===== src/rtl/aes_pkg.sv =====
// ---------------------------------------------------------------------------
// aes_pkg
// Shared AES definitions for the key schedule and the Cipher datapath.
//   - SBOX    : forward S-box, 256 x 8 bit
//   - RCON    : round constants Rcon[1..10], 8 bit each
//   - ks_state_e : key-schedule FSM state encoding
//   - counter widths sized for the largest schedule (AES-256, 60 words)
//   - rot_word() : byte rotate-left helper used ahead of SubWord
// ---------------------------------------------------------------------------
package aes_pkg;

    // Largest expanded schedule in words (AES-256: 4 * (14 + 1)).
    localparam int MAX_NW  = 60;
    localparam int IDX_W   = $clog2(MAX_NW);
    // Phase counts i mod Nk, so it must hold 0..7.
    localparam int PHASE_W = 3;
    // Round-constant index runs 1..10.
    localparam int RCON_W  = 4;

    typedef enum logic [1:0] {
        KS_IDLE   = 2'd0,
        KS_EXPAND = 2'd1,
        KS_FINISH = 2'd2
    } ks_state_e;

    // Rcon[j] = x^(j-1) in GF(2^8); only the top byte of the word is non-zero.
    localparam logic [7:0] RCON [1:10] = '{
        8'h01, 8'h02, 8'h04, 8'h08, 8'h10,
        8'h20, 8'h40, 8'h80, 8'h1b, 8'h36
    };

    localparam logic [7:0] SBOX [256] = '{
        8'h63, 8'h7c, 8'h77, 8'h7b, 8'hf2, 8'h6b, 8'h6f, 8'hc5, 8'h30, 8'h01, 8'h67, 8'h2b, 8'hfe, 8'hd7, 8'hab, 8'h76,
        8'hca, 8'h82, 8'hc9, 8'h7d, 8'hfa, 8'h59, 8'h47, 8'hf0, 8'had, 8'hd4, 8'ha2, 8'haf, 8'h9c, 8'ha4, 8'h72, 8'hc0,
        8'hb7, 8'hfd, 8'h93, 8'h26, 8'h36, 8'h3f, 8'hf7, 8'hcc, 8'h34, 8'ha5, 8'he5, 8'hf1, 8'h71, 8'hd8, 8'h31, 8'h15,
        8'h04, 8'hc7, 8'h23, 8'hc3, 8'h18, 8'h96, 8'h05, 8'h9a, 8'h07, 8'h12, 8'h80, 8'he2, 8'heb, 8'h27, 8'hb2, 8'h75,
        8'h09, 8'h83, 8'h2c, 8'h1a, 8'h1b, 8'h6e, 8'h5a, 8'ha0, 8'h52, 8'h3b, 8'hd6, 8'hb3, 8'h29, 8'he3, 8'h2f, 8'h84,
        8'h53, 8'hd1, 8'h00, 8'hed, 8'h20, 8'hfc, 8'hb1, 8'h5b, 8'h6a, 8'hcb, 8'hbe, 8'h39, 8'h4a, 8'h4c, 8'h58, 8'hcf,
        8'hd0, 8'hef, 8'haa, 8'hfb, 8'h43, 8'h4d, 8'h33, 8'h85, 8'h45, 8'hf9, 8'h02, 8'h7f, 8'h50, 8'h3c, 8'h9f, 8'ha8,
        8'h51, 8'ha3, 8'h40, 8'h8f, 8'h92, 8'h9d, 8'h38, 8'hf5, 8'hbc, 8'hb6, 8'hda, 8'h21, 8'h10, 8'hff, 8'hf3, 8'hd2,
        8'hcd, 8'h0c, 8'h13, 8'hec, 8'h5f, 8'h97, 8'h44, 8'h17, 8'hc4, 8'ha7, 8'h7e, 8'h3d, 8'h64, 8'h5d, 8'h19, 8'h73,
        8'h60, 8'h81, 8'h4f, 8'hdc, 8'h22, 8'h2a, 8'h90, 8'h88, 8'h46, 8'hee, 8'hb8, 8'h14, 8'hde, 8'h5e, 8'h0b, 8'hdb,
        8'he0, 8'h32, 8'h3a, 8'h0a, 8'h49, 8'h06, 8'h24, 8'h5c, 8'hc2, 8'hd3, 8'hac, 8'h62, 8'h91, 8'h95, 8'he4, 8'h79,
        8'he7, 8'hc8, 8'h37, 8'h6d, 8'h8d, 8'hd5, 8'h4e, 8'ha9, 8'h6c, 8'h56, 8'hf4, 8'hea, 8'h65, 8'h7a, 8'hae, 8'h08,
        8'hba, 8'h78, 8'h25, 8'h2e, 8'h1c, 8'ha6, 8'hb4, 8'hc6, 8'he8, 8'hdd, 8'h74, 8'h1f, 8'h4b, 8'hbd, 8'h8b, 8'h8a,
        8'h70, 8'h3e, 8'hb5, 8'h66, 8'h48, 8'h03, 8'hf6, 8'h0e, 8'h61, 8'h35, 8'h57, 8'hb9, 8'h86, 8'hc1, 8'h1d, 8'h9e,
        8'he1, 8'hf8, 8'h98, 8'h11, 8'h69, 8'hd9, 8'h8e, 8'h94, 8'h9b, 8'h1e, 8'h87, 8'he9, 8'hce, 8'h55, 8'h28, 8'hdf,
        8'h8c, 8'ha1, 8'h89, 8'h0d, 8'hbf, 8'he6, 8'h42, 8'h68, 8'h41, 8'h99, 8'h2d, 8'h0f, 8'hb0, 8'h54, 8'hbb, 8'h16
    };

    // RotWord: {b0,b1,b2,b3} -> {b1,b2,b3,b0}, b0 being the most significant byte.
    function automatic logic [31:0] rot_word(input logic [31:0] w);
        return {w[23:0], w[31:24]};
    endfunction

endpackage


===== src/rtl/sub_word.sv =====
// ---------------------------------------------------------------------------
// sub_word
// Combinational AES SubWord: four independent byte lookups in the forward
// S-box. Shared between the key schedule and the Cipher SubBytes stage.
// Ports:
//   word_i  in  32  word to substitute
//   word_o  out 32  substituted word (byte-wise, position preserved)
// ---------------------------------------------------------------------------
module sub_word
    import aes_pkg::*;
(
    input  logic [31:0] word_i,
    output logic [31:0] word_o
);

    always_comb begin
        word_o = '0;
        for (int b = 0; b < 4; b++) begin
            word_o[8*b +: 8] = SBOX[word_i[8*b +: 8]];
        end
    end

endmodule


===== src/rtl/key_schedule.sv =====
// ---------------------------------------------------------------------------
// key_schedule
// Sequential AES key expansion. One 32-bit schedule word is produced per
// clock so a single sub_word unit serves AES-128/192/256. The finished
// schedule is held on 'keys' until the next accepted start.
// Parameters:
//   Nk  key length in 32-bit words (4/6/8)
//   Nr  number of rounds (Nk+6); NW = 4*(Nr+1) schedule words
// Ports:
//   clks        in   1               rising-edge clock
//   reset       in   1               asynchronous active-low reset
//   start       in   1               expansion request, sampled only in IDLE
//   key_in      in   Nk*32           cipher key, most significant word = w[0]
//   busy        out  1               expansion in progress
//   done        out  1               one-cycle completion pulse
//   keys_valid  out  1               keys holds a complete schedule
//   keys        out  (Nk*32)*(Nr+1)  keys[32*i +: 32] = w[i], upper bits 0
// ---------------------------------------------------------------------------
module key_schedule
    import aes_pkg::*;
#(
    parameter int Nk = 4,
    parameter int Nr = Nk + 6
)
(
    input  logic                      clks,
    input  logic                      reset,
    input  logic                      start,
    input  logic [Nk*32-1:0]          key_in,
    output logic                      busy,
    output logic                      done,
    output logic                      keys_valid,
    output logic [(Nk*32)*(Nr+1)-1:0] keys
);

    localparam int NW = 4 * (Nr + 1);
    localparam int KW = (Nk * 32) * (Nr + 1);
    localparam int SW = 32 * NW;

    ks_state_e          state_q, state_d;
    logic [IDX_W-1:0]   idx_q, idx_d;
    logic [PHASE_W-1:0] phase_q, phase_d;
    logic [RCON_W-1:0]  rcon_idx_q, rcon_idx_d;
    logic [31:0]        win_q [Nk];
    logic [31:0]        win_d [Nk];
    logic [SW-1:0]      keys_q, keys_d;
    logic               valid_q, valid_d;

    logic [31:0] prev_w;
    logic [31:0] old_w;
    logic [31:0] sub_in;
    logic [31:0] sub_out;
    logic [31:0] temp_w;
    logic [31:0] new_w;
    logic        phase_zero;
    logic        phase_four;

    // Word datapath. The window holds w[i-Nk] (oldest, slot 0) through
    // w[i-1] (newest, slot Nk-1), so both operands come from local
    // registers rather than a wide mux on the output bus. The phase counter
    // stands in for i mod Nk; the extra SubWord step only exists for Nk > 6.
    always_comb begin
        prev_w     = win_q[Nk-1];
        old_w      = win_q[0];
        phase_zero = (phase_q == '0);
        phase_four = (Nk > 6) && (phase_q == PHASE_W'(4));
        sub_in     = phase_zero ? rot_word(prev_w) : prev_w;
        if (phase_zero) begin
            temp_w = sub_out ^ {RCON[rcon_idx_q], 24'h0};
        end else if (phase_four) begin
            temp_w = sub_out;
        end else begin
            temp_w = prev_w;
        end
        new_w = old_w ^ temp_w;
    end

    sub_word u_sub_word (
        .word_i (sub_in),
        .word_o (sub_out)
    );

    // Next-state logic. IDLE loads the key into the window and the low
    // words of the schedule; EXPAND appends one word per edge and slides
    // the window; FINISH is the single done cycle before returning to IDLE.
    // The Rcon index saturates at 10 because the final phase wrap of
    // AES-128 would otherwise step past the table.
    always_comb begin
        state_d    = state_q;
        idx_d      = idx_q;
        phase_d    = phase_q;
        rcon_idx_d = rcon_idx_q;
        win_d      = win_q;
        keys_d     = keys_q;
        valid_d    = valid_q;
        busy       = 1'b0;
        done       = 1'b0;

        case (state_q)
            KS_IDLE: begin
                if (start) begin
                    for (int j = 0; j < Nk; j++) begin
                        win_d[j]            = key_in[32*(Nk-1-j) +: 32];
                        keys_d[32*j +: 32]  = key_in[32*(Nk-1-j) +: 32];
                    end
                    idx_d      = IDX_W'(Nk);
                    phase_d    = '0;
                    rcon_idx_d = RCON_W'(1);
                    valid_d    = 1'b0;
                    state_d    = KS_EXPAND;
                end
            end

            KS_EXPAND: begin
                busy = 1'b1;
                for (int j = 0; j < Nk - 1; j++) begin
                    win_d[j] = win_q[j+1];
                end
                win_d[Nk-1]              = new_w;
                keys_d[32*idx_q +: 32]   = new_w;
                idx_d                    = idx_q + IDX_W'(1);
                if (phase_q == PHASE_W'(Nk - 1)) begin
                    phase_d = '0;
                    if (rcon_idx_q != RCON_W'(10)) begin
                        rcon_idx_d = rcon_idx_q + RCON_W'(1);
                    end
                end else begin
                    phase_d = phase_q + PHASE_W'(1);
                end
                if (idx_q == IDX_W'(NW - 1)) begin
                    valid_d = 1'b1;
                    state_d = KS_FINISH;
                end
            end

            KS_FINISH: begin
                done    = 1'b1;
                state_d = KS_IDLE;
            end

            default: begin
                state_d = KS_IDLE;
            end
        endcase
    end

    // State and datapath registers; reset discards any partial schedule.
    always_ff @(posedge clks or negedge reset) begin
        if (!reset) begin
            state_q    <= KS_IDLE;
            idx_q      <= '0;
            phase_q    <= '0;
            rcon_idx_q <= '0;
            for (int j = 0; j < Nk; j++) begin
                win_q[j] <= '0;
            end
            keys_q     <= '0;
            valid_q    <= 1'b0;
        end else begin
            state_q    <= state_d;
            idx_q      <= idx_d;
            phase_q    <= phase_d;
            rcon_idx_q <= rcon_idx_d;
            win_q      <= win_d;
            keys_q     <= keys_d;
            valid_q    <= valid_d;
        end
    end

    // Output bus is wider than the schedule for Nk > 4; pad with zeros.
    always_comb begin
        keys          = '0;
        keys[SW-1:0]  = keys_q;
    end

    assign keys_valid = valid_q;

endmodule


===== config.mk =====
export PLATFORM = sky130hd
export DESIGN_NAME = key_schedule
export DESIGN_NICKNAME = d
export VERILOG_FILES = /design/src/rtl/aes_pkg.sv /design/src/rtl/sub_word.sv /design/src/rtl/key_schedule.sv
export SDC_FILE = /design/constraint.sdc
export NUM_CORES = 2
export LEC_CHECK = 0
export BUFFER_PORTS_ARGS = -buffer_cell sky130_fd_sc_hd__buf_2
export CORE_AREA = 3 3 600 602
export DETAILED_ROUTE_END_ITERATION = 12
export DIE_AREA = 0 0 603 605
export GPL_TIMING_DRIVEN = 0
export PLACE_DENSITY = 0.41
export SLEW_MARGIN = 40
export SYNTH_ARGS = -nofsm -noshare
export SYNTH_HDL_FRONTEND = slang
export SYNTH_SLANG_ARGS = --single-unit

===== constraint.sdc =====
create_clock -name clks -period 4.9 [get_ports clks]
set_input_delay 0.98 -clock clks [delete_from_list [all_inputs] [get_ports clks]]
set_output_delay 0.98 -clock clks [all_outputs]
set_load 0.1 [all_outputs]

==> metrics <==
outcome=finished, violations left; failing checks=negative setup slack; met3 Track Usage GR=approximately a tenth; worst-margin pin slew=between 1000 and 1500 ps; Post-Synth XOR/XNOR Area=less than 1%; commonest non-fill, non-tap cells in the layout=nand2_1 (1626), buf_2 (1605), dfrtp_1 (1551); first-pass GRT wire length=approximately 820 mm; Top cell by count, worst path=buf_6; DRC Markers=0; worst r2r src=phase_q[1]; Avg WL per Cell=~42 microns; sequential area share after synthesis=between 50 and 60%; root buf cell=clkbuf_16; Area contributors post-synth=dfrtp_1 (53%), nand2_1 (8.4%), o21ai_0 (8.0%); mux share of post-synthesis cell area=under 10%; placed instance area=~92000 sq um; Row Count=~220; delay of the slowest critical-path stage=400 ps; initial antenna violation count=slightly below 60; overall die height=around 610 microns; critical path buffer and inverter count=10; final hold violation count=0; Simple-Gate Fraction of Synth Area=between 10 and 15%; H-tree depth=4; number of flops mapped to enable cells by yosys=0; grt met1 use=40.86%; GR peak layer=met2; most common cell after layout, fill and taps aside=nand2_1; nets=slightly above 10000; largest family of logic cells by synthesized area=compound AO/OA/AOI/OAI gates; MaxCap Viol Count=0; Total GRT Usage=between 30% and 40%; hold_sp=key_in[98]; max frequency=between 0.15 and 0.2 GHz; CTS Buf Count=between 150 and 200; worst relative slew slack=between 30 and 40%; Netlist Area Pre-Place=between 70000 and 80000 sq um; CP required=5570 ps; CP top delay family=buffers and inverters; Distinct cells, synth=~110; cell taking the most area after synthesis=dfrtp_1; Worst Skew=135.8 ps; Routed Antenna Nets=0; cell area after layout=roughly 110000 sq um; vias per cell=roughly 5.5; fill cell count=between 30000 and 40000; First-pass DRT Iterations=9; share of cells above drive strength 1=between 30% and 40%; worst path cell trace=inv_2 > ha_4 > nor2b_4 > buf_12 > mux2_4 > buf_4 > ha_1 > clkbuf_8 > inv_2 > o211ai_1 > buf_2 > nor4b_1 > nor3_1 > a31oi_4 > mux2i_1 > a211oi_2 > xnor2_2 > buf_6 > buf_6 > buf_6 > clkbuf_16 > o21ai_0; total wire length=roughly 640 mm; synth warn=0; Worst Setup End Kind=register; Tcrit/Tclk final=106.5%; Critical Path Start=phase_q[1]; Mapped Nets=about 8200; Synth Area in Compound Gates=between 20% and 30%; post-synthesis async set-or-reset flop share=100.0%; RSZ-0062 raised after global routing=yes; grt total ovfl=0; CTS tree=built; worst path arrival time=just under 6000 ps; DRT iter0 DRCs=around 9600; Hold/Removal Path Class=input pin to register; Area Overhead vs Synth=42.78%; Slowest cell on crit path=dfrtp_1; ys flop type=dfrtp_1; setup violators final=842; hpwl dp=between 400 and 500 mm; Layout Utilization=approximately 30%; top-area cell type share of the netlist area=between 50% and 60%; Final Max Tran Viols=0; full die area=approximately 360000 sq um; port buffer count=about 1500; pin count of the biggest net entering global routing=between 100 and 150; critical-path maximum fanout=10; clk slew on worst S/H paths=~60 ps; fin crit period=between 5000 and 6000 ps; initial core utilization=20.81%; mean post-synth cell area=a little over 9 sq um; flops & latches, synth=about 1600; met2 Track Usage GR=50.59%; Syn Inst Count=about 8000; Vias=82550; sinks on the clock net=between 1500 and 2000; Setup Crit Path Kind=register to register; Worst-Skew Late Latency=roughly 950 ps; die span in x=around 600 microns; vias in the first global route=between 70000 and 80000; core footprint=about 360000 sq um; critical path launch point type=register; CTS max path bufs=4; post-route setup slack=-320.4 ps; Routability Congestion=between 0.9 and 1; Post-Synth Adder-Cell Area=~1.4%; I/O pins=about 1500
==> cell type report <==
class	instances	area (sq um)	share of cell area, %
clock inverter	49	695.7	0.6590
tap	4751	5944	5.631
multi-input combinational	5555	34800	32.96
timing repair buffer	1993	13600	12.88
clock buffer	277	5438	5.151
antenna	46	115.1	0.1090
buffer	794	5786	5.480
sequential	1552	38840	36.79
inverter	65	351.6	0.3330
==> routing by layer <==
layer / up-vias / routed length (microns) / part of all wire (%)
li1: 33010 / - / -
met1: 43040 / 248000 / 39
met2: 5157 / 274600 / 43
met3: 1321 / 57230 / 9.0
met4: 24 / 55750 / 8.8
met5: - / 148 / 0.023
==> logic make-up (layout without fill, tap and decap cells) <==
family / Yosys count / after routing
AO/OA/AOI/OAI: 2790 / 2790
buffers and inverters: 877 / 3178
XOR/XNOR: 49 / 49
multiplexers: 188 / 188
AND/OR/NAND/NOR: 2447 / 2447
flip-flops: 1552 / 1552
other: 0 / 46
adder cells (fa/ha/maj): 81 / 81
==> worst paths after layout <==
kind / to / slack [ps] / cells past startpoint
max: keys[1242] / -320 / 22
min: old_w[2] / 320 / 3
max reg2reg: keys[1242] / -320 / 22
min reg2reg: keys[1035] / 470 / 2
max in group asynchronous: keys[808] / 990 / 8
min in group asynchronous: keys[1335] / 640 / 2
==> worst register-to-register path: stages (launching register included) <==
cell and delay (ps):
dfrtp_1 400, inv_2 80, ha_4 160, nor2b_4 210
buf_12 170, mux2_4 410, buf_4 190, ha_1 210
clkbuf_8 210, inv_2 170, o211ai_1 180, buf_2 250
nor4b_1 160, nor3_1 330, a31oi_4 210, mux2i_1 190
a211oi_2 290, xnor2_2 170, buf_6 210, buf_6 190
buf_6 180, clkbuf_16 230, o21ai_0 120
==> cells in the mapped netlist (24+ instances only) <==
| cell type | number |
|---|---|
| nand2_1 | 1648 |
| dfrtp_1 | 1552 |
| o21ai_0 | 1175 |
| clkbuf_1 | 576 |
| a21oi_1 | 402 |
| nor2_1 | 393 |
| o31ai_1 | 207 |
| buf_2 | 144 |
| a221oi_1 | 118 |
| a211oi_1 | 104 |
| nor3_1 | 102 |
| o22ai_1 | 101 |
| mux2i_1 | 99 |
| nand3_1 | 92 |
| o211ai_1 | 92 |
| mux2_2 | 80 |
| ha_1 | 79 |
| a31oi_1 | 69 |
| o311ai_0 | 56 |
| o32ai_1 | 54 |
| a22oi_1 | 52 |
| inv_1 | 51 |
| buf_4 | 47 |
| a311oi_1 | 42 |
| xnor2_1 | 33 |
| o221ai_1 | 32 |
| and3_1 | 27 |
| and2_1 | 26 |
| a211o_1 | 25 |
| buf_6 | 24 |
| nand2b_1 | 24 |
| o21ai_1 | 24 |
==> registers in the layout (all words and copies together) (netlist names) <==
signal      flops
old_w          32
keys_valid      1
keys         1408
phase_q         3
state_q         2
rcon_idx_q      4
win_q          64
idx_q           6
prev_w         32
==> metrics by stage <==
step / TNS (ps) / hold WS, ps / setup WS [ps] / instances
global route: -73810 / 334.7 / -262.7 / 15050
floorplan: 0 / 444.8 / 64.26 / 7984
global placement: - / 457.3 / -33860 / 14280
CTS: -168430 / 275.6 / -316.7 / 14940
detailed placement: -3219700 / 460.4 / -3558 / 14460
finish: -82590 / 315.1 / -320.4 / 15080
==> repair_timing <==
action                     4_1_cts  5_1_grt
hold endpoints to repair        12        0
setup buffers                  152      103
setup endpoints to repair     1503     1399
gates cloned                     6        5
pin swaps                      126      124
hold buffers                     1        0
resized for setup              875      488
Power is not shown: default switching activity piles up to over one toggle a cycle in this logic, so the estimate is an artifact.
